File: config.mk
export PLATFORM = sky130hd
export DESIGN_NAME = pc_trace_monitor
export DESIGN_NICKNAME = d
export VERILOG_FILES = /design/src/rtl/pc_trace_pkg.sv /design/src/rtl/pc_trace_monitor_trace_fifo.sv /design/src/rtl/pc_trace_monitor.sv
export SDC_FILE = /design/constraint.sdc
export NUM_CORES = 1
export LEC_CHECK = 0
export BUFFER_PORTS_ARGS = -buffer_cell sky130_fd_sc_hd__buf_4
export CAP_MARGIN = 40
export CORE_MARGIN = 2
export CORE_UTILIZATION = 61
export DETAILED_ROUTE_END_ITERATION = 8
export PLACE_DENSITY = 0.77
export SETUP_SLACK_MARGIN = 0.2
export SYNTH_ARGS = -nofsm -noshare
export SYNTH_HDL_FRONTEND = slang
export SYNTH_SLANG_ARGS = --single-unit
File: constraint.sdc
create_clock -name clk_i -period 10.7 [get_ports clk_i]
set_input_delay 1.605 -clock clk_i [delete_from_list [all_inputs] [get_ports clk_i]]
set_output_delay 1.605 -clock clk_i [all_outputs]
set_load 0.05 [all_outputs]
File: src/rtl/pc_trace_pkg.sv
// Shared types for the PC trace monitor: channel states and the trace record layout.
// Record fields are sized for the largest supported configuration; unused upper bits are constant.
package pc_trace_pkg;

  localparam int HIT_W     = 16;
  localparam int CH_W_MAX  = 4;
  localparam int CYC_W_MAX = 64;

  typedef enum logic [1:0] {
    IDLE    = 2'd0,
    WATCH   = 2'd1,
    WAIT    = 2'd2,
    CAPTURE = 2'd3
  } ch_state_e;

  typedef struct packed {
    logic [CH_W_MAX-1:0]  ch;
    logic [CYC_W_MAX-1:0] cycle;
    logic [31:0]          value;
    logic [HIT_W-1:0]     hit;
  } trace_rec_t;

endpackage

File: src/rtl/pc_trace_monitor_trace_fifo.sv
// Synchronous FIFO of trace records: push with full flag, valid/ready pop, occupancy count.
// DEPTH must be a power of two so the pointers wrap naturally.
module trace_fifo
  import pc_trace_pkg::*;
#(
  parameter int DEPTH = 8
) (
  input  logic                     clk_i,
  input  logic                     rst_i,
  input  logic                     push_i,
  input  trace_rec_t               push_data_i,
  output logic                     full_o,
  output logic                     pop_valid_o,
  input  logic                     pop_ready_i,
  output trace_rec_t               pop_data_o,
  output logic [$clog2(DEPTH):0]   count_o
);

  localparam int PTR_W = $clog2(DEPTH);

  trace_rec_t       mem_q [DEPTH];
  logic [PTR_W-1:0] wr_ptr_q;
  logic [PTR_W-1:0] rd_ptr_q;
  logic [PTR_W:0]   count_q;
  logic             do_push;
  logic             do_pop;

  assign pop_valid_o = (count_q != '0);
  assign full_o      = (count_q == (PTR_W+1)'(DEPTH));
  assign do_pop      = pop_valid_o && pop_ready_i;
  // A pop in the same cycle frees the slot, so a full FIFO still accepts.
  assign do_push     = push_i && (!full_o || do_pop);
  assign pop_data_o  = mem_q[rd_ptr_q];
  assign count_o     = count_q;

  always_ff @(posedge clk_i or posedge rst_i) begin
    if (rst_i) begin
      wr_ptr_q <= '0;
      rd_ptr_q <= '0;
      count_q  <= '0;
    end else begin
      if (do_push) wr_ptr_q <= wr_ptr_q + PTR_W'(1);
      if (do_pop)  rd_ptr_q <= rd_ptr_q + PTR_W'(1);
      case ({do_push, do_pop})
        2'b10:   count_q <= count_q + (PTR_W+1)'(1);
        2'b01:   count_q <= count_q - (PTR_W+1)'(1);
        default: count_q <= count_q;
      endcase
    end
  end

  always_ff @(posedge clk_i) begin
    if (do_push) mem_q[wr_ptr_q] <= push_data_i;
  end

endmodule

File: src/rtl/pc_trace_monitor.sv
// PC watchpoint/trace monitor: NUM_CH match channels sample a register-file tap into a trace FIFO.
// Define PC_TRACE_HITCOUNT_EN to add per-channel saturating hit counters reported on trc_hit_o.
//
// state   | meaning
// IDLE    | channel disabled
// WATCH   | armed, waiting for a rising PC match
// WAIT    | counting down the programmed delay
// CAPTURE | requesting the rf tap; leaves once granted
module pc_trace_monitor
  import pc_trace_pkg::*;
#(
  parameter int          NUM_CH     = 4,
  parameter int          FIFO_DEPTH = 8,
  parameter int          DELAY_W    = 8,
  parameter int          CYC_W      = 32,
  parameter logic [31:0] HALT_ADDR  = 32'h0,
  localparam int         CH_W       = (NUM_CH > 1) ? $clog2(NUM_CH) : 1
) (
  input  logic               clk_i,
  input  logic               reset_i,
  input  logic               enable_i,
  input  logic [31:0]        instr_addr_i,
  input  logic               cfg_we_i,
  input  logic [CH_W-1:0]    cfg_ch_i,
  input  logic               cfg_en_i,
  input  logic [31:0]        cfg_addr_i,
  input  logic [DELAY_W-1:0] cfg_delay_i,
  input  logic [4:0]         cfg_reg_i,
  output logic [4:0]         rf_idx_o,
  input  logic [31:0]        rf_data_i,
  output logic               trc_valid_o,
  input  logic               trc_ready_i,
  output logic [CH_W-1:0]    trc_ch_o,
  output logic [CYC_W-1:0]   trc_cycle_o,
  output logic [31:0]        trc_value_o,
  output logic [HIT_W-1:0]   trc_hit_o,
  output logic               overflow_o,
  output logic               done_o
);

  ch_state_e          state_q [NUM_CH];
  ch_state_e          state_d [NUM_CH];
  logic [DELAY_W-1:0] cnt_q   [NUM_CH];
  logic [DELAY_W-1:0] cnt_d   [NUM_CH];
  logic [31:0]        addr_q  [NUM_CH];
  logic [DELAY_W-1:0] delay_q [NUM_CH];
  logic [4:0]         reg_q   [NUM_CH];

  logic [NUM_CH-1:0]  cfg_sel;
  logic [NUM_CH-1:0]  match;
  logic [NUM_CH-1:0]  grant;
  logic [CYC_W-1:0]   cycle_q;
  logic [31:0]        prev_addr_q;
  logic               halted_q;
  logic               overflow_q;
  logic               done_q;
  logic               halt_now;
  logic               busy;

  logic                        push;
  trace_rec_t                  push_rec;
  trace_rec_t                  head_rec;
  logic                        fifo_valid;
  logic                        fifo_full;
  logic [$clog2(FIFO_DEPTH):0] fifo_count;
  logic                        unused_head;

  always_comb begin
    halt_now = enable_i && (instr_addr_i == HALT_ADDR);
    busy     = 1'b0;
    cfg_sel  = '0;
    match    = '0;
    for (int i = 0; i < NUM_CH; i++) begin
      cfg_sel[i] = cfg_we_i && (int'(cfg_ch_i) == i);
      // Edge match: the PC must have just arrived at the watched address.
      match[i]   = (state_q[i] == WATCH) && enable_i && !halt_now && !halted_q &&
                   (instr_addr_i == addr_q[i]) && (prev_addr_q != addr_q[i]);
      busy       = busy || (state_q[i] == WAIT) || (state_q[i] == CAPTURE);
    end
  end

`ifdef PC_TRACE_HITCOUNT_EN
  logic [HIT_W-1:0] hit_q [NUM_CH];

  always_ff @(posedge clk_i or posedge reset_i) begin
    if (reset_i) begin
      for (int i = 0; i < NUM_CH; i++) hit_q[i] <= '0;
    end else begin
      for (int i = 0; i < NUM_CH; i++) begin
        if (cfg_sel[i])                       hit_q[i] <= '0;
        else if (match[i] && hit_q[i] != '1)  hit_q[i] <= hit_q[i] + HIT_W'(1);
      end
    end
  end
`endif

  // Single rf tap: lowest-index channel in CAPTURE wins; a channel being reconfigured drops out.
  always_comb begin
    grant          = '0;
    push           = 1'b0;
    rf_idx_o       = '0;
    push_rec       = '0;
    push_rec.cycle = CYC_W_MAX'(cycle_q);
    push_rec.value = rf_data_i;
    for (int i = 0; i < NUM_CH; i++) begin
      if (!push && state_q[i] == CAPTURE && !cfg_sel[i]) begin
        grant[i]    = 1'b1;
        push        = 1'b1;
        rf_idx_o    = reg_q[i];
        push_rec.ch = CH_W_MAX'(i);
`ifdef PC_TRACE_HITCOUNT_EN
        push_rec.hit = hit_q[i];
`endif
      end
    end
  end

  always_comb begin
    for (int i = 0; i < NUM_CH; i++) begin
      state_d[i] = state_q[i];
      cnt_d[i]   = cnt_q[i];
      if (cfg_sel[i]) begin
        state_d[i] = cfg_en_i ? WATCH : IDLE;
        cnt_d[i]   = '0;
      end else begin
        case (state_q[i])
          WATCH: begin
            if (match[i]) begin
              cnt_d[i]   = delay_q[i];
              state_d[i] = (delay_q[i] == '0) ? CAPTURE : WAIT;
            end
          end
          WAIT: begin
            cnt_d[i] = cnt_q[i] - DELAY_W'(1);
            if (cnt_q[i] <= DELAY_W'(1)) state_d[i] = CAPTURE;
          end
          CAPTURE: begin
            if (grant[i]) state_d[i] = WATCH;
          end
          default: state_d[i] = state_q[i];
        endcase
      end
    end
  end

  always_ff @(posedge clk_i or posedge reset_i) begin
    if (reset_i) begin
      for (int i = 0; i < NUM_CH; i++) begin
        state_q[i] <= IDLE;
        cnt_q[i]   <= '0;
        addr_q[i]  <= '0;
        delay_q[i] <= '0;
        reg_q[i]   <= '0;
      end
      cycle_q     <= '0;
      prev_addr_q <= '0;
      halted_q    <= 1'b0;
      overflow_q  <= 1'b0;
      done_q      <= 1'b0;
    end else begin
      for (int i = 0; i < NUM_CH; i++) begin
        state_q[i] <= state_d[i];
        cnt_q[i]   <= cnt_d[i];
        if (cfg_sel[i]) begin
          addr_q[i]  <= cfg_addr_i;
          delay_q[i] <= cfg_delay_i;
          reg_q[i]   <= cfg_reg_i;
        end
      end
      if (enable_i) cycle_q <= cycle_q + CYC_W'(1);
      prev_addr_q <= instr_addr_i;
      if (halt_now) halted_q <= 1'b1;
      if (push && fifo_full && !(fifo_valid && trc_ready_i)) overflow_q <= 1'b1;
      if (halted_q && !busy && !fifo_valid) done_q <= 1'b1;
    end
  end

  trace_fifo #(
    .DEPTH (FIFO_DEPTH)
  ) u_fifo (
    .clk_i       (clk_i),
    .rst_i       (reset_i),
    .push_i      (push),
    .push_data_i (push_rec),
    .full_o      (fifo_full),
    .pop_valid_o (fifo_valid),
    .pop_ready_i (trc_ready_i),
    .pop_data_o  (head_rec),
    .count_o     (fifo_count)
  );

  // Storage is not reset, so the head is masked to keep outputs at zero while empty.
  assign trc_valid_o = fifo_valid;
  assign trc_ch_o    = fifo_valid ? head_rec.ch[CH_W-1:0]     : '0;
  assign trc_cycle_o = fifo_valid ? head_rec.cycle[CYC_W-1:0] : '0;
  assign trc_value_o = fifo_valid ? head_rec.value            : '0;
`ifdef PC_TRACE_HITCOUNT_EN
  assign trc_hit_o   = fifo_valid ? head_rec.hit              : '0;
`else
  assign trc_hit_o   = '0;
`endif
  assign overflow_o  = overflow_q;
  assign done_o      = done_q;
  assign unused_head = ^{head_rec, fifo_count};

endmodule

; After elaboration in Yosys (flattened, before gate mapping)
; Memories as Yosys holds them, arrays and structs flattened.
; Cells that the tools add are included.
[totals]
reg_bits = 297
ramBits = 544
inputBits = 117
output_inout_bits = 90
word_cells = 220
memories = 1
[op_classes]
addsub = 9
n_lt_le_gt_ge = 4
n_eq_ne = 38
mux = 57
n_reduce_logical = 83
[memory_table]
columns = memory, words, word_bits, rd, rd_ports_with_merged_regs, write_ports, line_no
row1 = u_fifo.mem_q, 8, 68, 1, 0, 1, pc_trace_monitor_trace_fifo.sv:21  ; trace_rec_t mem_q [DEPTH];
[op_table]
columns = cell, count
row1 = == test 32 bit, 4
row2 = != test 32 bit, 4
row3 = two-way mux 32 bit, 2
row4 = two-way mux 8 bit, 8
row5 = one-hot mux 8 bit (2 select lines), 4
row6 = logical AND 1 bit, 38
row7 = two-way mux 2 bit, 17
row8 = adder 32 x 1 -> 32 bit (second input constant), 1
row9 = less-or-equal comparator 8 x 1 -> 1 bit (second input constant), 4
row10 = zero test 32 bit, 1
row11 = zero test 8 bit, 4
row12 = subtractor 8 x 1 -> 8 bit (second input constant), 4
row13 = != test 3 bit (second input constant), 8
row14 = one-hot mux 2 bit (3 select lines), 4
row15 = == test 2 bit (second input constant), 11
row16 = two-way mux 5 bit, 4
row17 = nonzero test 4 bit, 5
row18 = AND reduction 4 bit, 4
row19 = two-way mux 1 bit, 15
row20 = zero test 1 bit, 13
row21 = == test 2 x 1 -> 1 bit (second input constant), 6
row22 = != test 3 x 2 -> 1 bit (second input constant), 4
row23 = nonzero test 3 bit, 4
row24 = logical OR 1 bit, 8
row25 = other kinds (9), 14

; Depth between registers and ports, before layout
[logic_depth]
depth_word = 20
depth_mapped = 11
ltp_nobuf = 9

; Cells and area by module
; A second synthesis with hierarchy kept.
[hier_totals]
hier_cells = 3180
area_unflattened_um2 = 51256.7
[modules_own_cells]
columns = module, instances, cells_each, area_each_um2
row1 = trace_fifo, 1, 1406, 35695.5
row2 = pc_trace_monitor, 1, 1774, 15561.2

; Worst setup path before layout
; No wires, ideal clock.
[synth_timing]
path_kind = in2reg
startpoint = input port cfg_ch_i[0]
endpoint = memory u_fifo.mem_q[3][0] (netlist name) (enable)
setup_time_ps = 585
arrival_time_ps = 7827
path_slack_ps = 2289
cell_stages = 9
cell_sequence = clkbuf_1 or3b_1 clkbuf_1 nand3_2 nand3_1 nor2b_1 nor2_1 nand2_1 nor3b_1
[synth_between]
elab_chain_cells = 20
[synth_lines]
columns = element, line_no
row1 = from (decl), pc_trace_monitor.sv:24  ; input logic [CH_W-1:0] cfg_ch_i,
row2 = zero test 2 bit, pc_trace_monitor.sv:74  ; cfg_sel[i] = cfg_we_i && (int'(cfg_ch_i) == i);
row3 = logical AND 1 bit, pc_trace_monitor.sv:74
row4 = zero test 1 bit, pc_trace_monitor.sv:106  ; if (!push && state_q[i] == CAPTURE && !cfg_sel[i]) begin
row5 = logical AND 1 bit, pc_trace_monitor.sv:106
row6 = two-way mux 1 bit, pc_trace_monitor.sv:106
row7 = zero test 1 bit, pc_trace_monitor.sv:106
row8 = logical AND 1 bit (2 in series), pc_trace_monitor.sv:106
row9 = two-way mux 1 bit, pc_trace_monitor.sv:106
row10 = zero test 1 bit, pc_trace_monitor.sv:106
row11 = logical AND 1 bit (2 in series), pc_trace_monitor.sv:106
row12 = two-way mux 1 bit, pc_trace_monitor.sv:106
row13 = zero test 1 bit, pc_trace_monitor.sv:106
row14 = logical AND 1 bit (2 in series), pc_trace_monitor.sv:106
row15 = two-way mux 1 bit *, pc_trace_monitor.sv:106
row16 = logical AND 1 bit *, pc_trace_monitor_trace_fifo.sv:32  ; assign do_push = push_i && (!full_o || do_pop);
row17 = two-way mux 1 bit *, pc_trace_monitor_trace_fifo.sv:53  ; if (do_push) mem_q[wr_ptr_q] <= push_data_i;
row18 = two-way mux 1 bit (implied by the code) *, pc_trace_monitor_trace_fifo.sv:53
row19 = to (decl), pc_trace_monitor_trace_fifo.sv:21
; Every way passes the cells marked *; elsewhere a longest branch is shown, timed or not.

; Worst setup path after layout
[layout_timing]
startpoint = input port cfg_ch_i[1]
endpoint = output port rf_idx_o[1]
[layout_between]
elab_chain_cells = 17
[layout_lines]
columns = element, line_no
row1 = zero test 2 bit, pc_trace_monitor.sv:74
row2 = logical AND 1 bit, pc_trace_monitor.sv:74
row3 = zero test 1 bit, pc_trace_monitor.sv:106
row4 = logical AND 1 bit, pc_trace_monitor.sv:106
row5 = two-way mux 1 bit, pc_trace_monitor.sv:106
row6 = zero test 1 bit, pc_trace_monitor.sv:106
row7 = logical AND 1 bit (2 in series), pc_trace_monitor.sv:106
row8 = two-way mux 1 bit, pc_trace_monitor.sv:106
row9 = zero test 1 bit, pc_trace_monitor.sv:106
row10 = logical AND 1 bit (2 in series), pc_trace_monitor.sv:106
row11 = two-way mux 1 bit, pc_trace_monitor.sv:106
row12 = zero test 1 bit, pc_trace_monitor.sv:106
row13 = logical AND 1 bit (2 in series), pc_trace_monitor.sv:106
row14 = two-way mux 5 bit *, pc_trace_monitor.sv:106
row15 = to (decl), pc_trace_monitor.sv:29  ; output logic [4:0] rf_idx_o,
; Marked as above.

==> results.tsv <==
metric	value	unit
post-route-drc-count	0	
chipHeight	246	µm
criticalPathCategory	in -> out	
crit_path_end_kind	output pin	
multi_input_comb_area	0.0116	mm²
postLayoutCoreUtil	0.704	
area_share_of_xor_xnor_cells_in_the_synthesized_design	0.0725	
fmax	185	MHz
worstSkewPairLatency	0.63	ns
cts_root_buf	sky130_fd_sc_hd__clkbuf_16	
power_switching	1.77	mW
finalNetCount	2899	
start_util	0.617	
drt_pass1_iterations	5	
synth_enable_flop_cells	528	
setup_viol_count_final	0	
synthesis.yosys.warnings	0	
synth.area.top_cells	sky130_fd_sc_hd__edfxtp_1, sky130_fd_sc_hd__dfrtp_1, sky130_fd_sc_hd__mux4_2, sky130_fd_sc_hd__nand2_1, sky130_fd_sc_hd__xnor2_1	
avgSynthCellArea	13.6	µm²
wl_per_cell	25.9	µm
ioPinCount	207	
critical_path.reg2reg.endpoint	u_fifo.mem_q[7][40]	
use_met2	0.529	
synth_async_sr_flop_share	0.360	
leakage	15.6	nW
total_power	7.29	mW
synth-simple-area-share	0.115	
totalWireLength	93.3	mm
antenna_violating_nets_post_route	0	
grt_start_max_net_pins	83	
timing.slew.headroom	0.364	
avgViaCountPerCell	6.16	
gp_congestion	1.06	
yosys_most_used_dff	sky130_fd_sc_hd__edfxtp_1	
powerDensity	179	mW/mm²
ys_seq_elements	825	
timing.clock.skew	0.0186	ns
port-buffer-count	190	
synth.top_cell.area_share	0.445	
complex_gate_fraction_of_the_synthesized_area	0.0249	
most_instantiated_cells_after_synthesis	sky130_fd_sc_hd__nand2_1, sky130_fd_sc_hd__edfxtp_1, sky130_fd_sc_hd__dfrtp_1, sky130_fd_sc_hd__xnor2_1, sky130_fd_sc_hd__mux4_2	
switch_share	0.243	
cts.reportedPaths.clkPinSlew	0.06	ns
cts_repair_resize_count	0	
grtUsageMet3	0.0538	
post_cts.repair.setup_buffers	0	
grt_antenna_before_repair	0	
placementRows	88	
main_combinational_cell_family_by_area_after_synthesis	simple AND/OR/NAND/NOR gates	
total_die_area	0.0603	mm²
number_of_h_tree_levels	3	
cts-root-to-sink-buffers	3	
timing.hold.worst.class	reg -> reg	
seq_area_frac_synth	0.654	
placed_cells	3451	
synthMuxAreaShare	0.104	
globalRoute.totalOverflow	0	
clock_sinks	825	
synth_adder_area_share	0.00422	
groute.layer.met1.usage	0.429	
fill_cell_total_of_the_finished_layout	3858	
ff2ff_setup_slack	7.11	ns
synth.largest_area_cell	sky130_fd_sc_hd__edfxtp_1	
setup-tns-final	0	ns
area_inside_the_core_boundary	0.0577	mm²
hpwl	59.8	mm
areaGrowthSynthToFinish	14.1	%
timing.final.hold_violations	0	
syn-cell-area	0.0356	mm²
cell_internal_pwr	5.52	mW
antenna_cells_inserted	0	
critPathMaxFanout	52	
period_minus_slack	5.41	ns
cp_data_arrival_time	3.81	ns
synth_most_common_cell	sky130_fd_sc_hd__nand2_1	
crit_path_start_kind	primary input	
min_period_over_period	0.506	
max_cap_violations	0	
seq_power_share	0.512	
post_route_cells_drive_above_1_share	0.182	
cts_tree	done	
status	completed	
r2r_cells	7	
vias	22200	
gr-usage-all-layers	0.318	
layout.area.seq	0.0233	mm²
timing.rr.start	state_q[5]	
power.combinational.fraction	0.081	
final-instance-count-excl-fill	3600	
crit_required	9.10	ns
fp.dieW	246	µm
rsz0062_at_grt	no	
final-max-slew-violation-count	0	
peak_vdd_ir	0.000133	V
grt_pass1_vias	22700	
grt_most_used_layer	met2	
yosysUniqueCellTypes	65	
detailedRoute.firstIterationViolations	1880	
crit_path_start	cfg_ch_i[1]	
grt_pass1_wl	142	mm
setup.worst_path.end	rf_idx_o[1]	
power.share.clock	0.407	
synthCells	2622	
worst_tran_pin_value	0.954	ns
cts_buffers	82	
cts.hold.buffers_added	0	
how the worst min path moves through the flow:
stage,start,end,depth (start not counted)
6_report,reg_q[7],reg_q[7],2
5_1_grt,reg_q[7],reg_q[7],2
4_1_cts,reg_q[11],reg_q[11],2
3_3_place_gp,overflow_o,overflow_o,1
2_1_floorplan,reg_q[0],reg_q[0],2
3_5_place_dp,reg_q[6],reg_q[6],2
layout make-up:
| cell class | count | area share |
|---|---|---|
| clock inverters | 36 | 0.0106 |
| inverters | 24 | 0.00240 |
| multi-input cells | 1607 | 0.285 |
| well taps | 765 | 0.0236 |
| repair buffers | 230 | 0.0466 |
| clock buffers | 113 | 0.0582 |
| flip-flops and latches | 825 | 0.574 |
per-layer routing:
metal	vias to the layer above	wire, µm	part of all wire
li1	9657	-	-
met1	11400	36700	0.39
met2	966	46700	0.50
met3	197	6520	0.070
met4	0	3380	0.036
met5	-	0	0
registers in the layout, indices dropped and copies added, names as in the netlist:
signal / flops
addr_q: 128
cnt_q: 32
cycle_q: 32
delay_q: 32
done_o: 1
halted_q: 1
overflow_o: 1
prev_addr_q: 32
reg_q: 20
state_q: 8
u_fifo.count_o: 4
u_fifo.mem_q: 528
u_fifo.rd_ptr_q: 3
u_fifo.wr_ptr_q: 3
power by group through the flow:
| stage | Sequential (mW) | Clock [mW] | Combinational [mW] |
|---|---|---|---|
| 2_1_floorplan | 3.72 | 0 | 0.375 |
| 3_3_place_gp | 3.78 | 0 | 0.574 |
| 3_5_place_dp | 3.79 | 0 | 0.581 |
| 4_1_cts | 3.73 | 3.00 | 0.585 |
| 5_1_grt | 3.75 | 3.12 | 0.639 |
| 6_report | 3.73 | 2.96 | 0.593 |
critical path, stage by stage:
cell                      delay (ns)
sky130_fd_sc_hd__buf_4          0.14
sky130_fd_sc_hd__or3b_2         0.46
sky130_fd_sc_hd__buf_4          0.36
sky130_fd_sc_hd__nand3_2        0.28
sky130_fd_sc_hd__nand3_1        0.17
sky130_fd_sc_hd__nor2_1         0.34
sky130_fd_sc_hd__nand2_1        0.09
sky130_fd_sc_hd__o21ai_1        0.12
sky130_fd_sc_hd__buf_4          0.23
placed cells by master, fill, tap and decap left out, types with 16 or more instances in the layout:
cell / n
sky130_fd_sc_hd__nor4_1: 49
sky130_fd_sc_hd__xnor2_1: 213
sky130_fd_sc_hd__edfxtp_1: 528
sky130_fd_sc_hd__o21ai_1: 26
sky130_fd_sc_hd__conb_1: 16
sky130_fd_sc_hd__nand2_1: 588
sky130_fd_sc_hd__nand3_1: 33
sky130_fd_sc_hd__clkbuf_16: 86
sky130_fd_sc_hd__xor2_1: 80
sky130_fd_sc_hd__clkbuf_1: 16
sky130_fd_sc_hd__nor3_1: 18
sky130_fd_sc_hd__nand4_1: 63
sky130_fd_sc_hd__buf_4: 221
sky130_fd_sc_hd__inv_1: 22
sky130_fd_sc_hd__mux4_2: 132
sky130_fd_sc_hd__mux2i_1: 70
sky130_fd_sc_hd__dfrtp_1: 294
sky130_fd_sc_hd__a21oi_1: 51
sky130_fd_sc_hd__nor2_1: 111
stage by stage:
stage	hold WS (ns)	worst slack (ns)	cell area (µm²)
floorplan	0.446	0.891	35700
global placement	0.455	5.27	37600
detailed placement	0.470	5.16	37800
CTS	0.485	5.35	40600
global route	0.500	5.04	40600
finish	0.485	5.29	40600
cell families (layout without fill, tap and decap cells):
kind of cell / after synthesis / in the layout
DFF: 825 / 825
AOI/OAI and AO/OA: 144 / 144
buffers and inverters: 205 / 403
and+or+nand+nor: 935 / 935
xor gates and xnor gates: 294 / 294
other: 1 / 16
muxes: 206 / 206
adders and majority gates: 12 / 12
Power figures use the tool's default switching activity.
